**src/rtl/match_pkg.sv**
```systemverilog
// match_pkg: shared types, default widths and helpers for match_run_logger.
//   state_t    : logger FSM encoding {IDLE, RUN}
//   RUN_W_DEF  : default run-length field width
//   CNT_W_DEF  : default run/drop counter width
//   TS_W_DEF   : default timestamp width (MATCH_RUN_TIMESTAMP_EN builds)
//   sat_inc    : saturating increment for fields up to 32 bits wide
package match_pkg;

  typedef enum logic {
    IDLE = 1'b0,
    RUN  = 1'b1
  } state_t;

  localparam int RUN_W_DEF = 8;
  localparam int CNT_W_DEF = 16;
  localparam int TS_W_DEF  = 16;

  // Increments v unless it already holds the all-ones value of a
  // 'bits'-wide field; callers cast the result back to their width.
  function automatic logic [31:0] sat_inc(input logic [31:0] v,
                                          input int unsigned bits);
    logic [32:0] max;
    max = (33'd1 << bits) - 33'd1;
    return (v >= max[31:0]) ? v : v + 32'd1;
  endfunction

endpackage

```
**src/rtl/match_rec_fifo.sv**
```systemverilog
// match_rec_fifo: synchronous record FIFO for match_run_logger.
// Ports:
//   clk, rst_n : clock, asynchronous active-low reset
//   i_clear    : synchronous flush (pointers and storage to zero)
//   i_push     : write i_data (accepted when not full, or full with a pop)
//   i_data     : record to write
//   i_pop      : advance head (ignored when empty)
//   o_full     : DEPTH records held
//   o_empty    : no records held
//   o_head     : record at the read pointer
// Pointers carry one extra wrap bit so full/empty are decoded from the MSB
// and the low index bits; DEPTH must be a power of two, >= 2.
module match_rec_fifo #(
  parameter int W     = 8,
  parameter int DEPTH = 4
) (
  input  logic         clk,
  input  logic         rst_n,
  input  logic         i_clear,
  input  logic         i_push,
  input  logic [W-1:0] i_data,
  input  logic         i_pop,
  output logic         o_full,
  output logic         o_empty,
  output logic [W-1:0] o_head
);

  localparam int AW = $clog2(DEPTH);

  logic [W-1:0] r_mem [DEPTH];
  logic [AW:0]  r_wptr;
  logic [AW:0]  r_rptr;
  logic         w_do_pop;
  logic         w_do_push;

  assign o_empty = (r_wptr == r_rptr);
  assign o_full  = (r_wptr[AW] != r_rptr[AW]) &&
                   (r_wptr[AW-1:0] == r_rptr[AW-1:0]);
  assign o_head  = r_mem[r_rptr[AW-1:0]];

  // When full, the write slot equals the head slot; the head is read out
  // before this edge overwrites it, so push-with-pop at full is safe.
  assign w_do_pop  = i_pop && !o_empty;
  assign w_do_push = i_push && (!o_full || w_do_pop);

  always_ff @(posedge clk or negedge rst_n) begin
    if (!rst_n) begin
      r_wptr <= '0;
      r_rptr <= '0;
      for (int unsigned i = 0; i < DEPTH; i++) r_mem[i] <= '0;
    end else if (i_clear) begin
      r_wptr <= '0;
      r_rptr <= '0;
      for (int unsigned i = 0; i < DEPTH; i++) r_mem[i] <= '0;
    end else begin
      if (w_do_push) begin
        r_mem[r_wptr[AW-1:0]] <= i_data;
        r_wptr                <= r_wptr + 1'b1;
      end
      if (w_do_pop) r_rptr <= r_rptr + 1'b1;
    end
  end

endmodule

```
**src/rtl/match_run_logger.sv**
```systemverilog
// match_run_logger: measures each contiguous high run of match_in and
// queues one run-length record per completed run, with saturating counts.
// Optional feature macro: MATCH_RUN_TIMESTAMP_EN (adds TS_W, rec_ts).
// Ports:
//   clk        : rising-edge clock
//   reset      : asynchronous active-low reset
//   clear      : synchronous clear of all state, active-high
//   match_in   : detector Out, sampled every edge
//   busy       : high while a run is measured
//   rec_valid  : record FIFO non-empty
//   rec_ready  : consumer accepts head record
//   rec_len    : run length of head record
//   run_count  : completed runs (including dropped), saturating
//   drop_count : records lost to a full FIFO, saturating
//   overflow   : sticky, set on first drop
//   rec_ts     : (MATCH_RUN_TIMESTAMP_EN) run start timestamp of head record
module match_run_logger
  import match_pkg::*;
#(
  parameter int RUN_W = RUN_W_DEF,
  parameter int CNT_W = CNT_W_DEF,
  parameter int DEPTH = 4
`ifdef MATCH_RUN_TIMESTAMP_EN
  , parameter int TS_W = TS_W_DEF
`endif
) (
  input  logic             clk,
  input  logic             reset,
  input  logic             clear,
  input  logic             match_in,
  output logic             busy,
  output logic             rec_valid,
  input  logic             rec_ready,
  output logic [RUN_W-1:0] rec_len,
  output logic [CNT_W-1:0] run_count,
  output logic [CNT_W-1:0] drop_count,
  output logic             overflow
`ifdef MATCH_RUN_TIMESTAMP_EN
  , output logic [TS_W-1:0] rec_ts
`endif
);

`ifdef MATCH_RUN_TIMESTAMP_EN
  localparam int REC_W = RUN_W + TS_W;
`else
  localparam int REC_W = RUN_W;
`endif

  state_t           r_state;
  logic [RUN_W-1:0] r_len;
  // Completed run waiting one cycle before entering the FIFO.
  logic             r_commit;
  logic [RUN_W-1:0] r_commit_len;
  logic [CNT_W-1:0] r_run_count;
  logic [CNT_W-1:0] r_drop_count;
  logic             r_overflow;

  logic             w_full;
  logic             w_empty;
  logic             w_pop;
  logic             w_drop;
  logic [REC_W-1:0] w_push_data;
  logic [REC_W-1:0] w_head;

`ifdef MATCH_RUN_TIMESTAMP_EN
  logic [TS_W-1:0]  r_ts;
  logic [TS_W-1:0]  r_run_ts;
  logic [TS_W-1:0]  r_commit_ts;

  // Free-running timestamp; only reset stops it, clear does not.
  always_ff @(posedge clk or negedge reset) begin
    if (!reset) r_ts <= '0;
    else        r_ts <= r_ts + 1'b1;
  end

  assign w_push_data = {r_commit_ts, r_commit_len};
  assign rec_ts      = w_head[REC_W-1:RUN_W];
`else
  assign w_push_data = r_commit_len;
`endif

  assign w_pop  = !w_empty && rec_ready;
  assign w_drop = r_commit && w_full && !w_pop;

  always_ff @(posedge clk or negedge reset) begin
    if (!reset) begin
      r_state      <= IDLE;
      r_len        <= '0;
      r_commit     <= 1'b0;
      r_commit_len <= '0;
      r_run_count  <= '0;
      r_drop_count <= '0;
      r_overflow   <= 1'b0;
`ifdef MATCH_RUN_TIMESTAMP_EN
      r_run_ts     <= '0;
      r_commit_ts  <= '0;
`endif
    end else if (clear) begin
      r_state      <= IDLE;
      r_len        <= '0;
      r_commit     <= 1'b0;
      r_commit_len <= '0;
      r_run_count  <= '0;
      r_drop_count <= '0;
      r_overflow   <= 1'b0;
    end else begin
      r_commit <= 1'b0;
      case (r_state)
        IDLE: begin
          if (match_in) begin
            r_state <= RUN;
            r_len   <= RUN_W'(1);
`ifdef MATCH_RUN_TIMESTAMP_EN
            r_run_ts <= r_ts;
`endif
          end
        end
        RUN: begin
          if (match_in) begin
            r_len <= RUN_W'(sat_inc(32'(r_len), RUN_W));
          end else begin
            r_commit     <= 1'b1;
            r_commit_len <= r_len;
`ifdef MATCH_RUN_TIMESTAMP_EN
            r_commit_ts  <= r_run_ts;
`endif
            r_state      <= IDLE;
            r_len        <= '0;
          end
        end
        default: begin
          r_state <= IDLE;
          r_len   <= '0;
        end
      endcase

      if (r_commit) begin
        r_run_count <= CNT_W'(sat_inc(32'(r_run_count), CNT_W));
        if (w_drop) begin
          r_drop_count <= CNT_W'(sat_inc(32'(r_drop_count), CNT_W));
          r_overflow   <= 1'b1;
        end
      end
    end
  end

  match_rec_fifo #(
    .W     (REC_W),
    .DEPTH (DEPTH)
  ) u_fifo (
    .clk     (clk),
    .rst_n   (reset),
    .i_clear (clear),
    .i_push  (r_commit),
    .i_data  (w_push_data),
    .i_pop   (w_pop),
    .o_full  (w_full),
    .o_empty (w_empty),
    .o_head  (w_head)
  );

  assign busy       = (r_state == RUN);
  assign rec_valid  = !w_empty;
  assign rec_len    = w_head[RUN_W-1:0];
  assign run_count  = r_run_count;
  assign drop_count = r_drop_count;
  assign overflow   = r_overflow;

endmodule
```
**config.mk**
```make
export PLATFORM = sky130hd
export DESIGN_NAME = match_run_logger
export DESIGN_NICKNAME = d
export VERILOG_FILES = /design/src/rtl/match_pkg.sv /design/src/rtl/match_rec_fifo.sv /design/src/rtl/match_run_logger.sv
export SDC_FILE = /design/constraint.sdc
export NUM_CORES = 1
export LEC_CHECK = 0
export CAP_MARGIN = 20
export CORE_ASPECT_RATIO = 0.6
export CORE_MARGIN = 2
export CORE_UTILIZATION = 35
export CTS_CLUSTER_DIAMETER = 30
export DETAILED_ROUTE_END_ITERATION = 7
export PLACE_DENSITY = 0.57
export SYNTH_ARGS = -nofsm -noshare
export SYNTH_HDL_FRONTEND = slang
export SYNTH_SLANG_ARGS = --single-unit
```
**constraint.sdc**
```tcl
create_clock -name clk -period 3.35 [get_ports clk]
set_input_delay 0.67 -clock clk [delete_from_list [all_inputs] [get_ports clk]]
set_output_delay 0.67 -clock clk [all_outputs]
set_load 0.005 [all_outputs]
```
# ---- Yosys cells after proc, flatten, opt, wreduce, memory -nomap -nowiden
# Index checks and enable logic that the tools add are counted.
dict set report totals {
  reg_bits 89
  output_inout_bits 43
  wordCells 91
}
dict set report op_classes {
  n_lt_le_gt_ge 6
  n_reduce_logical 21
  n_addsub 5
  mux 35
  eq_ne 8
  n_bitwise 3
}
# op count
set ops {}
lappend ops {{16-bit two-way mux} 7}
lappend ops {{8-bit two-way mux} 10}
lappend ops {{32-bit two-way mux} 2}
lappend ops {{16-bit by 1-bit adder with 16-bit output (second input constant)} 2}
lappend ops {{32-bit bitwise mux} 1}
lappend ops {{16-bit >= comparator (second input constant)} 2}
lappend ops {{8-bit binary-select mux with 2-bit select} 1}
lappend ops {{8-bit demux with 2-bit select} 1}
lappend ops {{8-bit one-hot mux with 2 select lines} 1}
lappend ops {{3-bit two-way mux} 4}
lappend ops {{2-bit nonzero test} 5}
lappend ops {{8-bit by 1-bit adder with 8-bit output (second input constant)} 1}
lappend ops {{8-bit >= comparator (second input constant)} 1}
lappend ops {{1-bit two-way mux} 8}
lappend ops {{2-bit AND reduction} 4}
lappend ops {{1-bit logical AND} 7}
lappend ops {{3-bit by 1-bit adder with 3-bit output (second input constant)} 2}
lappend ops {{3-bit >= comparator (second input constant)} 2}
lappend ops {{2-bit inequality test (second input constant)} 3}
lappend ops {{2-bit inverter with 3-bit output} 2}
lappend ops {{4-bit inequality test (second input constant)} 1}
lappend ops {{3-bit equality test} 1}
lappend ops {{1-bit zero test} 3}
lappend ops {{3-bit by 1-bit less-than comparator with 1-bit output (second input constant)} 1}
lappend ops {{other kinds (6)} 6}

# ---- Logic depth before layout (Yosys ltp)
dict set report depth {
  ltp_word 8
  depth_mapped 7
  depth_no_buf 6
}

# ---- Hierarchy
# From an unflattened synthesis, not the netlist that was laid out.
dict set report hier_totals {
  cells_unflattened 444
  area_unflattened_um2 4679.5
}
# mod instances area_per_inst_um2 cells_per_inst seq_area_each_um2
set by_module_without_submodules {}
lappend by_module_without_submodules {match_run_logger 1 2587.5 283 1276.2}
lappend by_module_without_submodules {match_rec_fifo 1 2092.0 161 950.9}

# ---- Least setup slack after synthesis
# OpenSTA, ideal clock, no wires.
dict set report synth_timing {
  kind {input to register}
  start {in clear}
  end {reg r_run_count[0], in the netlist run_count[0]}
  slack_ns 1.338
  cell_stages 7
  n_path_buf 2
  t_arrival_ns 1.892
  setup_ns 0.119
  path_cell_list {buf_2 -> nand4b_1 -> or3_1 -> clkbuf_1 -> nor2_1 -> mux2i_1 -> nand2_1}
}
dict set report synth_via {
  elab_chain_cells 2
  elab_cells_between_ends 4
}
# element line
set synth_lines {}
lappend synth_lines {{start: declaration} match_run_logger.sv:29} ;# input logic clear,
lappend synth_lines {{2-bit inequality test (no source line) / 2-bit nonzero test (equally long branches)} -}
lappend synth_lines {{2-bit AND reduction (no source line)} -}
lappend synth_lines {{end signal: assignment} match_run_logger.sv:138} ;# r_run_count <= CNT_W'(sat_inc(32'(r_run_count), CNT_W));
lappend synth_lines {{end: declaration} match_run_logger.sv:54} ;# logic [CNT_W-1:0] r_run_count;
# Several ways; a longest one is shown, not always the timed one.
# A chain may end at the register's enable or synchronous reset.

# ---- Final worst setup path
dict set report layout_timing {
  start {reg u_fifo.r_rptr[0]}
  end {out rec_len[3]}
}
dict set report layout_via {
  elab_chain_cells 4
}
# element line
set layout_lines {}
lappend layout_lines {{start: declaration} match_rec_fifo.sv:32} ;# logic [AW:0] r_rptr;
lappend layout_lines {{start signal: assignment} match_rec_fifo.sv:60} ;# if (w_do_pop) r_rptr <= r_rptr + 1'b1;
lappend layout_lines {{2-bit inverter with 3-bit output (not written as such)} match_rec_fifo.sv:39} ;# assign o_head = r_mem[r_rptr[AW-1:0]];
lappend layout_lines {{8-bit binary-select mux with 2-bit select} match_rec_fifo.sv:39}
lappend layout_lines {{8-bit two-way mux (not written as such) (2 in series)} match_rec_fifo.sv:39}
lappend layout_lines {{end: declaration} match_run_logger.sv:34} ;# output logic [RUN_W-1:0] rec_len,
# Every way passes these cells. The select of a mux whose other input is x is not followed.

==> impl_results.md <==
- Status: complete, no violations
- Die area: 0.0140 sq mm
- Setup WS post-layout: 441 ps
- CTS hold repair buffers: 0
- Post-CTS resize count: 0
- Number of setup violations in the final report: 0
- First-pass GRT wire length: 18900 um
- Final setup TNS: 0 ps
- Synth warn: 0
- Area share of xor/xnor cells in the synthesized design: 4.70%
- Max Transition Viols Final: 0
- Cell Pwr Density: 424 mW/mm^2
- Drt wl/cell: 16.5 um
- Synthesis-to-layout area growth: 21.2%
- Synth Area in Simple Gates: 24.9%
- FF-to-FF End: u_fifo.r_mem[13]
- DR WL met3: 639 um
- H-tree depth: 3
- Largest net degree at the start of global routing: 41
- Routed Antenna Nets: 0
- Initial core utilization: 35.7%
- GP Congestion: 0.823
- P_leak: 0.00223 uW
- Via count: 3746
- CP endpoint kind: primary output
- Die Ht: 92.6 um
- Clock-pin slew on the worst setup and hold paths: 70 ps
- IO Pins: 48
- Worst setup path category: flip-flop to primary output
- RSZ-0062 raised after global routing: no
- Row Count: 32
- Internal Power: 1840 uW
- Met1 WL: 6180 um
- CTS tree: done
- Finished Layout Cells: 703
- Vias in the first global route: 3549
- Cells after Synth: 486
- Initial drt markers: 209
- CTS root buf: clkbuf_16
- Main synth FF type: dfrtp_1
- Synth async-reset ratio: 100%
- Initial antenna violation count: 0
- Overflow after GRT: 0
- Filler Cell Count: 1262
- Synthesized area: 0.00458 sq mm
- Cells after DPL: 687
- Die X: 152 um
- Peak VDD IR: 211 uV
- CP Launch Point: u_fifo.r_rptr[0]
- Syn nets: 499
- Worst-path maximum fanout: 8
- Layout cell share with drive strength beyond 1: 9.19%
- Shortest period the worst path allows: 2910 ps
- Switch share: 21.6%
- Final WL: 11600 um
- I/O Buffers: 47
- NetSw: 509 uW
- Final Hold Vio Count: 0
- Sequential Power Share: 46.5%
- Max-Cap Viols: 0
- Adder-Cell Fraction of Synth Area: 2.19%
- Crit-path cells: buf_4, mux4_2, clkdlybuf4s50_1
- Worst-margin pin slew: 643 ps
- Arrival @ worst endpoint: 2240 ps
- Post-synthesis mux area share: 5.88%
- Via density: 5.33
- Critical Path Start Type: flip-flop
- R2R depth: 6
- Main combinational cell family by area after synthesis: simple AND/OR/NAND/NOR gates
- Synth area leader: dfrtp_1
- Crit-path slowest cell: dfrtp_1
- Worst path required time: 2680 ps
- Pre-CTS setup slack: 731 ps
- FMAX: 344 MHz
- Sequential cell area fraction in the yosys report: 48.7%
- Synth top area share: 48.7%
- Design area: 0.00555 sq mm
- Placed cell area: 0.00521 sq mm
- Library cells used by synthesis: 55
- HPWL Detailed: 8080 um
- Slew Limit Headroom: 56.8%
- Global-route usage over all layers: 17.5%
- Number of CTS-inserted buffers: 9
- Diodes inserted: 0
- Clock share of power: 49.0%
- Drt drc: 0
- FF+latch count, synth: 89
- Critical Path End: rec_len[3]
- DR top layer: met4
- Clk_lat worst skew: 340 ps
- Number of synthesized flops with an enable pin: 0
- Post-CTS setup buffer count: 0
- Core area: 0.0128 sq mm
- CTS Buffer Depth: 2
- Gate power share: 4.4%
- Worst min path class: input pin to asynchronous set/reset pin
- Compound-Gate Fraction of Synth Area: 10.6%
- Synth top area cells: dfrtp_1 (49%), nand3_1 (6.1%), nand2_1 (6.0%)
- RR Startpoint: u_fifo.r_rptr[1]
- Final nets: 541
- Clock Skew: 11.1 ps
- Sink Count: 89
- Crit share post-route: 86.8%
- FF-to-FF setup slack: 920 ps
- Avg Cell Area, Syn: 9.41 sq um
- Wire length on met2: 4610 um
- DRT Pass-1 Iters: 4
- Crit path largest cell delay: 680 ps
[area by class of cell]
cell class | instances | area [sq um] | area share [%]
Clock buffer | 11 | 233 | 4.20
Clock inverter | 5 | 104 | 1.87
Inverter | 10 | 37.5 | 0.677
Multi-Input combinational cell | 364 | 2220 | 40.0
Sequential cell | 89 | 2230 | 40.2
Tap cell | 170 | 213 | 3.84
Timing Repair Buffer | 54 | 515 | 9.30
[metal layers]
| layer | track usage, % | vias to the layer above |
|---|---|---|
| met2 | 22.8 | 89 |
| met4 | 4.71 | 0 |
| met3 | 5.22 | 13 |
| li1 | - | 1802 |
| met5 | 0 | - |
| met1 | 27.4 | 1842 |
[worst max-delay path, delay by kind of cell, from the launching register on]
| kind | cells | cell delay (ps) |
|---|---|---|
| buffers and inverters | 2 | 710 |
| DFF | 1 | 680 |
| muxes | 1 | 500 |
[through the flow]
stage	hold WS [ps]	utilization [%]	power (uW)
final	304	43.3	2350
after global routing	343	43.3	2440
after CTS	320	43.3	2380
after detailed placement	499	40.7	1220
after global placement	505	40.7	1220
after floorplan	374	-	1170
[cells in the final DEF, fill, tap and decap left out, drive strengths merged, types with 10 or more instances in the layout]
master,n
a21oi,54
xor2,14
nand3,57
o21ai,12
nand4,10
clkdlybuf4s50,45
inv,10
nand2,73
clkbuf,11
nor2,48
dfrtp,89
[kinds of logic after synthesis]
logic type / after synthesis
XOR/XNOR: 22
flip-flops: 89
adder cells (fa/ha/maj): 8
buffers and inverters: 33
AND/OR/NAND/NOR: 234
multiplexers: 16
AO/OA/AOI/OAI: 84
[how the worst min path moves through the flow]
stage,from,to,slack [ps]
finish,reset,drop_count[10],300
global route,reset,drop_count[10],340
CTS,reset,drop_count[10],320
detailed placement,overflow,overflow,500
global placement,overflow,overflow,500
floorplan,reset,busy,370
[power groups by stage]
stage	sequential, uW	combinational, uW	clock, uW
after floorplan	1110	60.8	0
after global placement	1110	105	0
after detailed placement	1110	106	0
after CTS	1090	107	1180
after global routing	1090	118	1220
final	1090	104	1150
[cell usage after synthesis (5+ instances only)]
| cell | count |
|---|---|
| inv_1 | 10 |
| or3_1 | 6 |
| clkbuf_1 | 13 |
| ha_1 | 8 |
| a21oi_1 | 54 |
| and4_1 | 5 |
| xor2_1 | 13 |
| nand3_1 | 56 |
| nor2b_1 | 5 |
| nand4_1 | 9 |
| mux4_2 | 8 |
| nand2_1 | 73 |
| and3_1 | 5 |
| nor2_1 | 47 |
| o21ai_0 | 12 |
| xnor2_1 | 6 |
| dfrtp_1 | 89 |
| nor3_1 | 6 |
[state kept, by name, summed over array words and instances (netlist names)]
signal         cells
u_fifo.r_mem      32
drop_count        16
run_count         16
r_commit_len       8
r_len              8
u_fifo.r_rptr      3
u_fifo.r_wptr      3
busy               1
overflow           1
r_commit           1
No activity file was read; power rests on OpenSTA's default activity.
